==> src/rtl/life_pkg.sv <==
// Shared types and constants for the Game of Life frame streamer.
// The FSM state type and the default grid edge length live here.
package life_pkg;

  localparam int unsigned DefaultN = 8;

  typedef enum logic {
    StIdle,
    StStream
  } state_e;

endpackage

==> src/rtl/life_frame_streamer_if.sv <==
// Bundle of generation-input and row-output signals of the frame streamer.
// The slave modport is the streamer side; the master modport is the producer/consumer side.
interface life_frame_streamer_if
  import life_pkg::*;
#(
  parameter int unsigned N = DefaultN
);

  logic [N*N-1:0]           cells;
  logic                     gen_valid;
  logic                     row_ready;
  logic                     row_valid;
  logic [N-1:0]             row_data;
  logic [$clog2(N)-1:0]     row_idx;
  logic                     row_last;
  logic [$clog2(N*N+1)-1:0] pop_count;
  logic                     busy;
  logic                     drop_pulse;
  logic [7:0]               drop_count;

  modport master (
    output cells, gen_valid, row_ready,
    input  row_valid, row_data, row_idx, row_last, pop_count, busy, drop_pulse, drop_count
  );

  modport slave (
    input  cells, gen_valid, row_ready,
    output row_valid, row_data, row_idx, row_last, pop_count, busy, drop_pulse, drop_count
  );

endinterface

==> src/rtl/life_popcount.sv <==
// Purely combinational population count of a W-bit vector.
module life_popcount #(
  parameter int unsigned W = 64
) (
  input  logic [W-1:0]             in_i,
  output logic [$clog2(W+1)-1:0]   count_o
);

  localparam int unsigned CntW = $clog2(W + 1);

  always_comb begin
    count_o = '0;
    for (int i = 0; i < W; i++) begin
      count_o = count_o + CntW'(in_i[i]);
    end
  end

endmodule

==> src/rtl/life_frame_streamer.sv <==
// Captures a Game of Life generation into a snapshot and streams it out row by row
// with a valid/ready handshake, dropping generations that arrive mid-frame.
module life_frame_streamer
  import life_pkg::*;
#(
  parameter int unsigned N = DefaultN
) (
  input logic                 clk,
  input logic                 rst,
  life_frame_streamer_if.slave bus
);

  localparam int unsigned IdxW = $clog2(N);
  localparam int unsigned PopW = $clog2(N * N + 1);
  localparam logic [IdxW-1:0] LastRow = IdxW'(N - 1);

  state_e            state_q, state_d;
  logic [N*N-1:0]    snap_q, snap_d;
  logic [IdxW-1:0]   ptr_q, ptr_d;
  logic [PopW-1:0]   pop_q, pop_d;
  logic              drop_pulse_q, drop_pulse_d;
  logic [7:0]        drop_cnt_q, drop_cnt_d;

  logic [PopW-1:0]   cells_pop;
  logic              streaming;
  logic              handshake;
  logic              at_last;
  logic [N-1:0]      rows [N];

  life_popcount #(
    .W (N * N)
  ) u_popcount (
    .in_i    (bus.cells),
    .count_o (cells_pop)
  );

  assign streaming = (state_q == StStream);
  assign handshake = streaming && bus.row_ready;
  assign at_last   = (ptr_q == LastRow);

  always_comb begin
    state_d      = state_q;
    snap_d       = snap_q;
    ptr_d        = ptr_q;
    pop_d        = pop_q;
    drop_pulse_d = 1'b0;
    drop_cnt_d   = drop_cnt_q;

    unique case (state_q)
      StIdle: begin
        if (bus.gen_valid) begin
          snap_d  = bus.cells;
          pop_d   = cells_pop;
          ptr_d   = '0;
          state_d = StStream;
        end
      end
      StStream: begin
        if (handshake && at_last) begin
          // A generation arriving on the final handshake chains straight into a new frame.
          if (bus.gen_valid) begin
            snap_d  = bus.cells;
            pop_d   = cells_pop;
            ptr_d   = '0;
          end else begin
            ptr_d   = '0;
            state_d = StIdle;
          end
        end else begin
          if (handshake) begin
            ptr_d = ptr_q + 1'b1;
          end
          if (bus.gen_valid) begin
            drop_pulse_d = 1'b1;
            if (drop_cnt_q != 8'hFF) begin
              drop_cnt_d = drop_cnt_q + 8'd1;
            end
          end
        end
      end
      default: state_d = StIdle;
    endcase
  end

  always_ff @(posedge clk or posedge rst) begin
    if (rst) begin
      state_q      <= StIdle;
      snap_q       <= '0;
      ptr_q        <= '0;
      pop_q        <= '0;
      drop_pulse_q <= 1'b0;
      drop_cnt_q   <= '0;
    end else begin
      state_q      <= state_d;
      snap_q       <= snap_d;
      ptr_q        <= ptr_d;
      pop_q        <= pop_d;
      drop_pulse_q <= drop_pulse_d;
      drop_cnt_q   <= drop_cnt_d;
    end
  end

  // Row 0 occupies the most significant N bits of the snapshot.
  for (genvar r = 0; r < N; r++) begin : g_rows
    assign rows[r] = snap_q[(N-1-r)*N +: N];
  end

  assign bus.row_valid  = streaming;
  assign bus.busy       = streaming;
  assign bus.row_data   = rows[ptr_q];
  assign bus.row_idx    = ptr_q;
  assign bus.row_last   = streaming && at_last;
  assign bus.pop_count  = pop_q;
  assign bus.drop_pulse = drop_pulse_q;
  assign bus.drop_count = drop_cnt_q;

endmodule

==> src/flat_wrapper.sv <==
// flat-port wrapper written by rule: the top's interface ports become plain ports
module life_frame_streamer_flat import life_pkg::*;
#(
  parameter int unsigned N = DefaultN
)
  (clk, rst, bus_cells, bus_gen_valid, bus_row_ready, bus_row_valid, bus_row_data, bus_row_idx, bus_row_last, bus_pop_count, bus_busy, bus_drop_pulse, bus_drop_count);
  life_frame_streamer_if #(.N(N)) bus_i ();
  input logic clk;
  input logic rst;
  input wire logic [$bits(bus_i.cells)-1:0] bus_cells;
  input wire logic [$bits(bus_i.gen_valid)-1:0] bus_gen_valid;
  input wire logic [$bits(bus_i.row_ready)-1:0] bus_row_ready;
  output wire logic [$bits(bus_i.row_valid)-1:0] bus_row_valid;
  output wire logic [$bits(bus_i.row_data)-1:0] bus_row_data;
  output wire logic [$bits(bus_i.row_idx)-1:0] bus_row_idx;
  output wire logic [$bits(bus_i.row_last)-1:0] bus_row_last;
  output wire logic [$bits(bus_i.pop_count)-1:0] bus_pop_count;
  output wire logic [$bits(bus_i.busy)-1:0] bus_busy;
  output wire logic [$bits(bus_i.drop_pulse)-1:0] bus_drop_pulse;
  output wire logic [$bits(bus_i.drop_count)-1:0] bus_drop_count;
  assign bus_i.cells = bus_cells;
  assign bus_i.gen_valid = bus_gen_valid;
  assign bus_i.row_ready = bus_row_ready;
  assign bus_row_valid = bus_i.row_valid;
  assign bus_row_data = bus_i.row_data;
  assign bus_row_idx = bus_i.row_idx;
  assign bus_row_last = bus_i.row_last;
  assign bus_pop_count = bus_i.pop_count;
  assign bus_busy = bus_i.busy;
  assign bus_drop_pulse = bus_i.drop_pulse;
  assign bus_drop_count = bus_i.drop_count;
  life_frame_streamer #(.N(N)) u_core (.clk(clk), .rst(rst), .bus(bus_i));
endmodule
==> config.mk <==
export PLATFORM = sky130hd
export DESIGN_NAME = life_frame_streamer_flat
export DESIGN_NICKNAME = d
export VERILOG_FILES = /design/src/rtl/life_pkg.sv /design/src/rtl/life_frame_streamer_if.sv /design/src/rtl/life_popcount.sv /design/src/rtl/life_frame_streamer.sv /design/src/flat_wrapper.sv
export SDC_FILE = /design/constraint.sdc
export NUM_CORES = 1
export LEC_CHECK = 0
export CAP_MARGIN = 5
export CORE_MARGIN = 5
export CORE_UTILIZATION = 45
export DETAILED_ROUTE_END_ITERATION = 10
export HOLD_SLACK_MARGIN = 0.06
export PLACE_DENSITY = 0.7
export SETUP_SLACK_MARGIN = 0.2
export SKIP_LAST_GASP = 1
export SLEW_MARGIN = 20
export SYNTH_ARGS = -nofsm -noshare
export SYNTH_HDL_FRONTEND = slang
export SYNTH_SLANG_ARGS = --single-unit
export TNS_END_PERCENT = 10
==> constraint.sdc <==
create_clock -name clk -period 3.59 [get_ports clk]
set_input_delay 0.718 -clock clk [delete_from_list [all_inputs] [get_ports clk]]
set_output_delay 0.718 -clock clk [all_outputs]
set_load 0.01 [all_outputs]
==> results of run 1 <==
[cells in the mapped netlist (2+ instances only)]
library cell / count / share of area [%]
dfrtp_1: 84 / 39
inv_1: 73 / 5.1
fa_1: 54 / 20
mux2_2: 48 / 10
nand2_1: 37 / 2.6
o21ai_0: 35 / 3.2
ha_1: 18 / 4.2
mux4_1: 16 / 7.8
xor2_1: 8 / 1.3
buf_2: 7 / 0.65
clkbuf_1: 5 / 0.35
nor2_1: 5 / 0.35
nand3_1: 4 / 0.37
a21oi_1: 3 / 0.28
buf_4: 3 / 0.42
nand4_1: 3 / 0.35
nand4b_1: 3 / 0.49
nor3_1: 3 / 0.28
a211oi_1: 2 / 0.28
a21o_1: 2 / 0.28
a22o_1: 2 / 0.32
and2_1: 2 / 0.23
o21bai_1: 2 / 0.28
xnor2_1: 2 / 0.32
[logic make-up (layout without fill, tap and decap cells)]
logic type / Yosys count / in the layout / synth area share, %
compound gates: 49 / 49 / 5.239
mux: 65 / 65 / 17.99
fa+ha+maj: 72 / 72 / 24.20
xor+xnor: 10 / 10 / 1.623
flops: 84 / 84 / 38.94
buf+inv: 91 / 218 / 7.139
simple gates: 59 / 59 / 4.868
[sequential cells by signal, summed over array words and instances, names as in the netlist]
signal                 count
u_core.bus.drop_count      8
u_core.rows               64
u_core.bus.pop_count       7
u_core.bus.busy            1
u_core.bus.drop_pulse      1
u_core.bus.row_idx         3
[through the flow]
stage	TNS [ns]	cells	setup WS (ns)	hold slack, ns
final	-14.99	704	-2.341	0.4777
after global routing	-15.96	704	-2.490	0.4978
after CTS	-15.76	702	-2.406	0.4812
after detailed placement	-20.52	682	-3.114	0.4669
after global placement	-20.13	682	-3.044	0.4544
after floorplan	-15.51	430	-2.416	0.4416
[worst max-delay path, cell delays in order]
cell	delay [ns]
clkdlybuf4s15_2	0.18
inv_2	0.04
fa_1	0.47
inv_1	0.05
fa_2	0.52
inv_2	0.04
fa_2	0.52
inv_1	0.05
fa_2	0.52
fa_1	0.44
fa_1	0.49
inv_1	0.05
fa_1	0.45
fa_1	0.51
inv_2	0.05
ha_4	0.15
fa_2	0.36
a21o_1	0.20
a21oi_2	0.14
xor2_1	0.14
o21ai_1	0.08
[area by class of cell]
| cell class | count | share of cell area [%] |
|---|---|---|
| timing repair buffer | 129 | 16.15 |
| inverter | 73 | 3.935 |
| multi-input combinational | 255 | 42.57 |
| tap | 147 | 2.629 |
| clock buffer | 11 | 3.470 |
| clock inverter | 5 | 1.198 |
| sequential | 84 | 30.05 |
[per-layer routing]
metal	global-route usage [%]	wire length [µm]	part of all wire, %	vias up
li1	-	-	-	1661
met1	24.29	5524	45	1834
met2	29.27	6041	49	91
met3	4.194	573	4.6	14
met4	6.013	204	1.7	0
met5	0	0	0	-
[what timing repair did]
action,4_1_cts,5_1_grt
resized for setup,108,38
cloned,0,0
endpoints found under the setup margin,7,7
pin swaps,37,31
buffers inserted,4,2
[how the worst min path moves through the flow]
stage	startpoint	endpoint	slack, ns
finish	u_core.rows[42]	u_core.rows[42]	0.48
global route	u_core.rows[39]	u_core.rows[39]	0.50
CTS	u_core.rows[42]	u_core.rows[42]	0.48
detailed placement	u_core.rows[42]	u_core.rows[42]	0.47
global placement	u_core.rows[42]	u_core.rows[42]	0.45
floorplan	u_core.rows[18]	u_core.rows[18]	0.44
==> flow_summary.json, run 1 <==
{
  "fin_ws_ns": -2.341,
  "violations": "negative setup slack",
  "clock_sinks": 84,
  "num_antenna_cells": 0,
  "crit_type": "in2reg",
  "grt_pass1_wl_mm": 20.10,
  "relSlewSlack_pct": 56.75,
  "vias_per_cell": 5.114,
  "final_hold_viol_count": 0,
  "async_flop_share_pct": 100.0,
  "synth_cell_type_count": 33,
  "vias": 3600,
  "cts_hold_buf": 0,
  "multi_input_area_um2": 2978,
  "max_freq_ghz": 0.1686,
  "ys_seq_area_share_pct": 38.94,
  "setup_viol": 7,
  "first_iter_violations": 192,
  "fin_crit_sh_pct": 165.2,
  "clk_path_buf_depth": 2,
  "layout_common_cells": "84 x dfrtp_1, 64 x clkdlybuf4s50_1, 48 x mux2_2, 46 x inv_1, 46 x fa_1",
  "crit_arrival_ns": 6.15,
  "rsz0062_at_grt": "yes",
  "clkTransAtPathRegs_ns": 0.06,
  "cp-end-kind": "flip-flop",
  "dpl_cell_area_um2": 6683,
  "ys_ff_latch": 84,
  "status": "complete, but fails checks",
  "start_util_pct": 45.51,
  "endpoint": "u_core.bus.pop_count[4]",
  "ioPinCount": 98,
  "synthFlopType": "dfrtp_1",
  "fill_cells": 970,
  "core_area_um2": 11860,
  "finClkSkew_ns": 0.005285,
  "syn_area_per_cell_um2": 12.55,
  "grtUsageTotal_pct": 18.10,
  "cts_htree_levels": 3,
  "chipHeight_um": 119.5,
  "seq_area_um2": 2102,
  "wl_per_cell_um": 17.53,
  "antenna_left": 0,
  "cts_tree": "built",
  "finalCoreUtilization_pct": 58.98,
  "reg2reg_from": "u_core.bus.row_idx[0]",
  "syn_inst": 430,
  "antenna_found_initial": 0,
  "grt_overflow_total": 0,
  "ys_warn_count": 0,
  "dr.pass1.iters": 4,
  "placementRows": 40,
  "die_area_um2": 14290,
  "synth_edf_count": 0,
  "port_buffers": 97,
  "fin_crit_ns": 5.931,
  "whs_path_depth": 2,
  "worstSetupStartpointType": "primary input",
  "worstHoldPathType": "reg2reg",
  "tightestPinTransition_ns": 0.6479,
  "syn-cell-area_um2": 5398,
  "startpoint": "bus_cells[47]",
  "cts_root_buf": "clkbuf_16",
  "first_global_vias": 3946,
  "mostFrequentLayoutCell": "dfrtp_1",
  "regToRegEndpoint": "u_core.rows[46]",
  "numCtsBuffers": 9,
  "worst-path-max-fanout": 3,
  "fin_nets": 692,
  "required_ns": 3.81,
  "drcViolationCount": 0,
  "grt_start_max_net_pins": 50,
  "slew_viol_final": 0,
  "place_congestion": 0.8049,
  "r2r_slack_ns": 1.17,
  "dp_hpwl_mm": 9.422,
  "reg2regPathDepth": 7,
  "design_area_um2": 6995,
  "routed_wl_mm": 12.34,
  "synthesis.nets": 570,
  "maxCapViolations": 0,
  "die_x_um": 119.5,
  "insertion_delay_ns": 0.34,
  "layout-drive-gt1-share_pct": 29.98,
  "synthToLayoutAreaGrowth_pct": 29.60
}
Power of run 1 is left out: the tool's default activity adds up to more than one toggle a clock period on the data nets, which glitch-free logic cannot reach.
==> run 2, diff against run 1 <==
--- a/config.mk
+++ b/config.mk
@@ -5,12 +5,11 @@
 export SDC_FILE = /design/constraint.sdc
 export NUM_CORES = 1
 export LEC_CHECK = 0
-export CAP_MARGIN = 5
 export CORE_MARGIN = 5
-export CORE_UTILIZATION = 45
+export CORE_UTILIZATION = 53
 export DETAILED_ROUTE_END_ITERATION = 10
 export HOLD_SLACK_MARGIN = 0.06
-export PLACE_DENSITY = 0.7
+export PLACE_DENSITY = 0.81
 export SETUP_SLACK_MARGIN = 0.2
 export SKIP_LAST_GASP = 1
 export SLEW_MARGIN = 20
==> flow_summary.json, run 2 (synthesis results as in run 1) <==
{
  "cts_htree_levels": 3,
  "clkTransAtPathRegs_ns": 0.08,
  "largest_register_ffs": 64,
  "fin_ws_ns": -2.384,
  "clock_sinks": 84,
  "place_congestion": 0.8914,
  "antenna_found_initial": 0,
  "start_util_pct": 54.72,
  "maxCapViolations": 0,
  "core_area_um2": 9864,
  "vias_per_cell": 5.258,
  "first_iter_violations": 79,
  "cts_root_buf": "clkbuf_8",
  "tightestPinTransition_ns": 0.4971,
  "chipHeight_um": 110.9,
  "cts_hold_buf": 0,
  "fill_cells": 698,
  "grt_start_max_net_pins": 43,
  "crit_arrival_ns": 6.22,
  "reg2reg_from": "u_core.bus.row_idx[1]",
  "worst_path_largest_cell_delay_ns": 0.59,
  "slew_viol_final": 0,
  "seq_area_um2": 2102,
  "violations": "negative setup slack",
  "cp-end-kind": "flip-flop",
  "rsz0062_at_grt": "yes",
  "insertion_delay_ns": 0.36,
  "routed_wl_mm": 12.43,
  "num_antenna_cells": 0,
  "crit_top_cell": "fa_1",
  "layout-drive-gt1-share_pct": 30.16,
  "dpl_cell_area_um2": 6648,
  "finalCoreUtilization_pct": 69.03,
  "grtUsageTotal_pct": 20.99,
  "hp-start": "u_core.rows[49]",
  "multi_input_area_um2": 2960,
  "mostFrequentLayoutCell": "dfrtp_1",
  "cts_tree": "built",
  "dr.pass1.iters": 4,
  "fin_crit_ns": 5.974,
  "die_x_um": 110.9,
  "crit_type": "in2reg",
  "antenna_left": 0,
  "numCtsBuffers": 9,
  "layout_common_cells": "84 x dfrtp_1, 64 x clkdlybuf4s50_1, 48 x mux2_2, 46 x fa_1, 44 x inv_1",
  "port_buffers": 97,
  "worstSetupStartpointType": "primary input",
  "startpoint": "bus_cells[29]",
  "design_area_um2": 6809,
  "fin_nets": 693,
  "status": "complete, but fails checks",
  "relSlewSlack_pct": 66.86,
  "slowest_stage": "fa_2",
  "synthToLayoutAreaGrowth_pct": 26.15,
  "fin_crit_sh_pct": 166.4,
  "finClkSkew_ns": 0.01029,
  "wl_per_cell_um": 18.01,
  "vias": 3628,
  "required_ns": 3.84,
  "grt_overflow_total": 0,
  "place_ws_ns": -3.116,
  "setup_viol": 7,
  "die_area_um2": 12300,
  "hold-worst-slack_ns": 0.4894,
  "final_hold_viol_count": 0,
  "clk_path_buf_depth": 2,
  "path_cells": "clkbuf_2, fa_1, inv_1, fa_1, inv_2, fa_1, fa_2, fa_1, fa_2, inv_2, fa_1, fa_1, inv_2, ha_4, fa_2, a21o_1, a21oi_2, xor2_1, o21ai_1",
  "worstHoldPathType": "reg2reg",
  "drcViolationCount": 0,
  "dp_hpwl_mm": 9.819,
  "worst-path-max-fanout": 3,
  "first_global_vias": 4106,
  "placementRows": 36,
  "max_freq_ghz": 0.1674,
  "grt_pass1_wl_mm": 20.29,
  "ioPinCount": 98
}
-- run 2: cell count changes in the layout (fill, tap and decap cells not counted), sizes merged --
cell | previous run | this run
clkinvlp | 2 | 0
dlygate4sd2 | 3 | 1
inv | 73 | 72
bufinv | 2 | 1
clkinv | 1 | 4
clkbuf | 22 | 25
-- run 2: layout make-up --
| type | instances | share of cell area (%) |
|---|---|---|
| multi-input combinational | 255 | 43.48 |
| sequential | 84 | 30.87 |
| timing repair buffer | 130 | 16.19 |
| inverter | 73 | 4.079 |
| tap | 133 | 2.444 |
| clock buffer | 11 | 2.223 |
| clock inverter | 4 | 0.7166 |
-- run 2: final timing paths --
check	depth (start not counted)	slack, ns	endpoint
max	19	-2.38	u_core.bus.pop_count[4]
min in group asynchronous	2	0.67	u_core.rows[46]
max reg2reg	7	0.88	u_core.rows[59]
max in group asynchronous	3	2.16	u_core.bus.pop_count[6]
min	2	0.49	u_core.rows[49]
min reg2reg	2	0.49	u_core.rows[49]
-- run 2: stage by stage --
stage,instances,TNS (ns)
final,690,-15.26
after CTS,688,-15.61
after floorplan,430,-15.51
after global placement,669,-19.90
after detailed placement,669,-20.54
after global routing,690,-16.16
-- run 2: what timing repair did --
action	4_1_cts	5_1_grt
buffers inserted	4	2
gates resized for setup	108	40
pin swaps	39	36
setup endpoints to repair	7	7
-- run 2: worst max-delay path, delay by kind of cell --
kind | cells | cell delay, ns
xor gates and xnor gates | 1 | 0.16
adders and majority gates | 10 | 4.61
buffers and inverters | 5 | 0.29
AOI/OAI and AO/OA | 3 | 0.42
-- run 2: routing by layer --
metal / track usage, % / wire length (µm) / up-vias
met4: 7.471 / 272 / 0
met5: 0 / 0 / -
li1: - / - / 1658
met2: 35.36 / 6331 / 116
met1: 26.34 / 5130 / 1833
met3: 5.349 / 693 / 21
Power of run 2 is left out for the same reason.
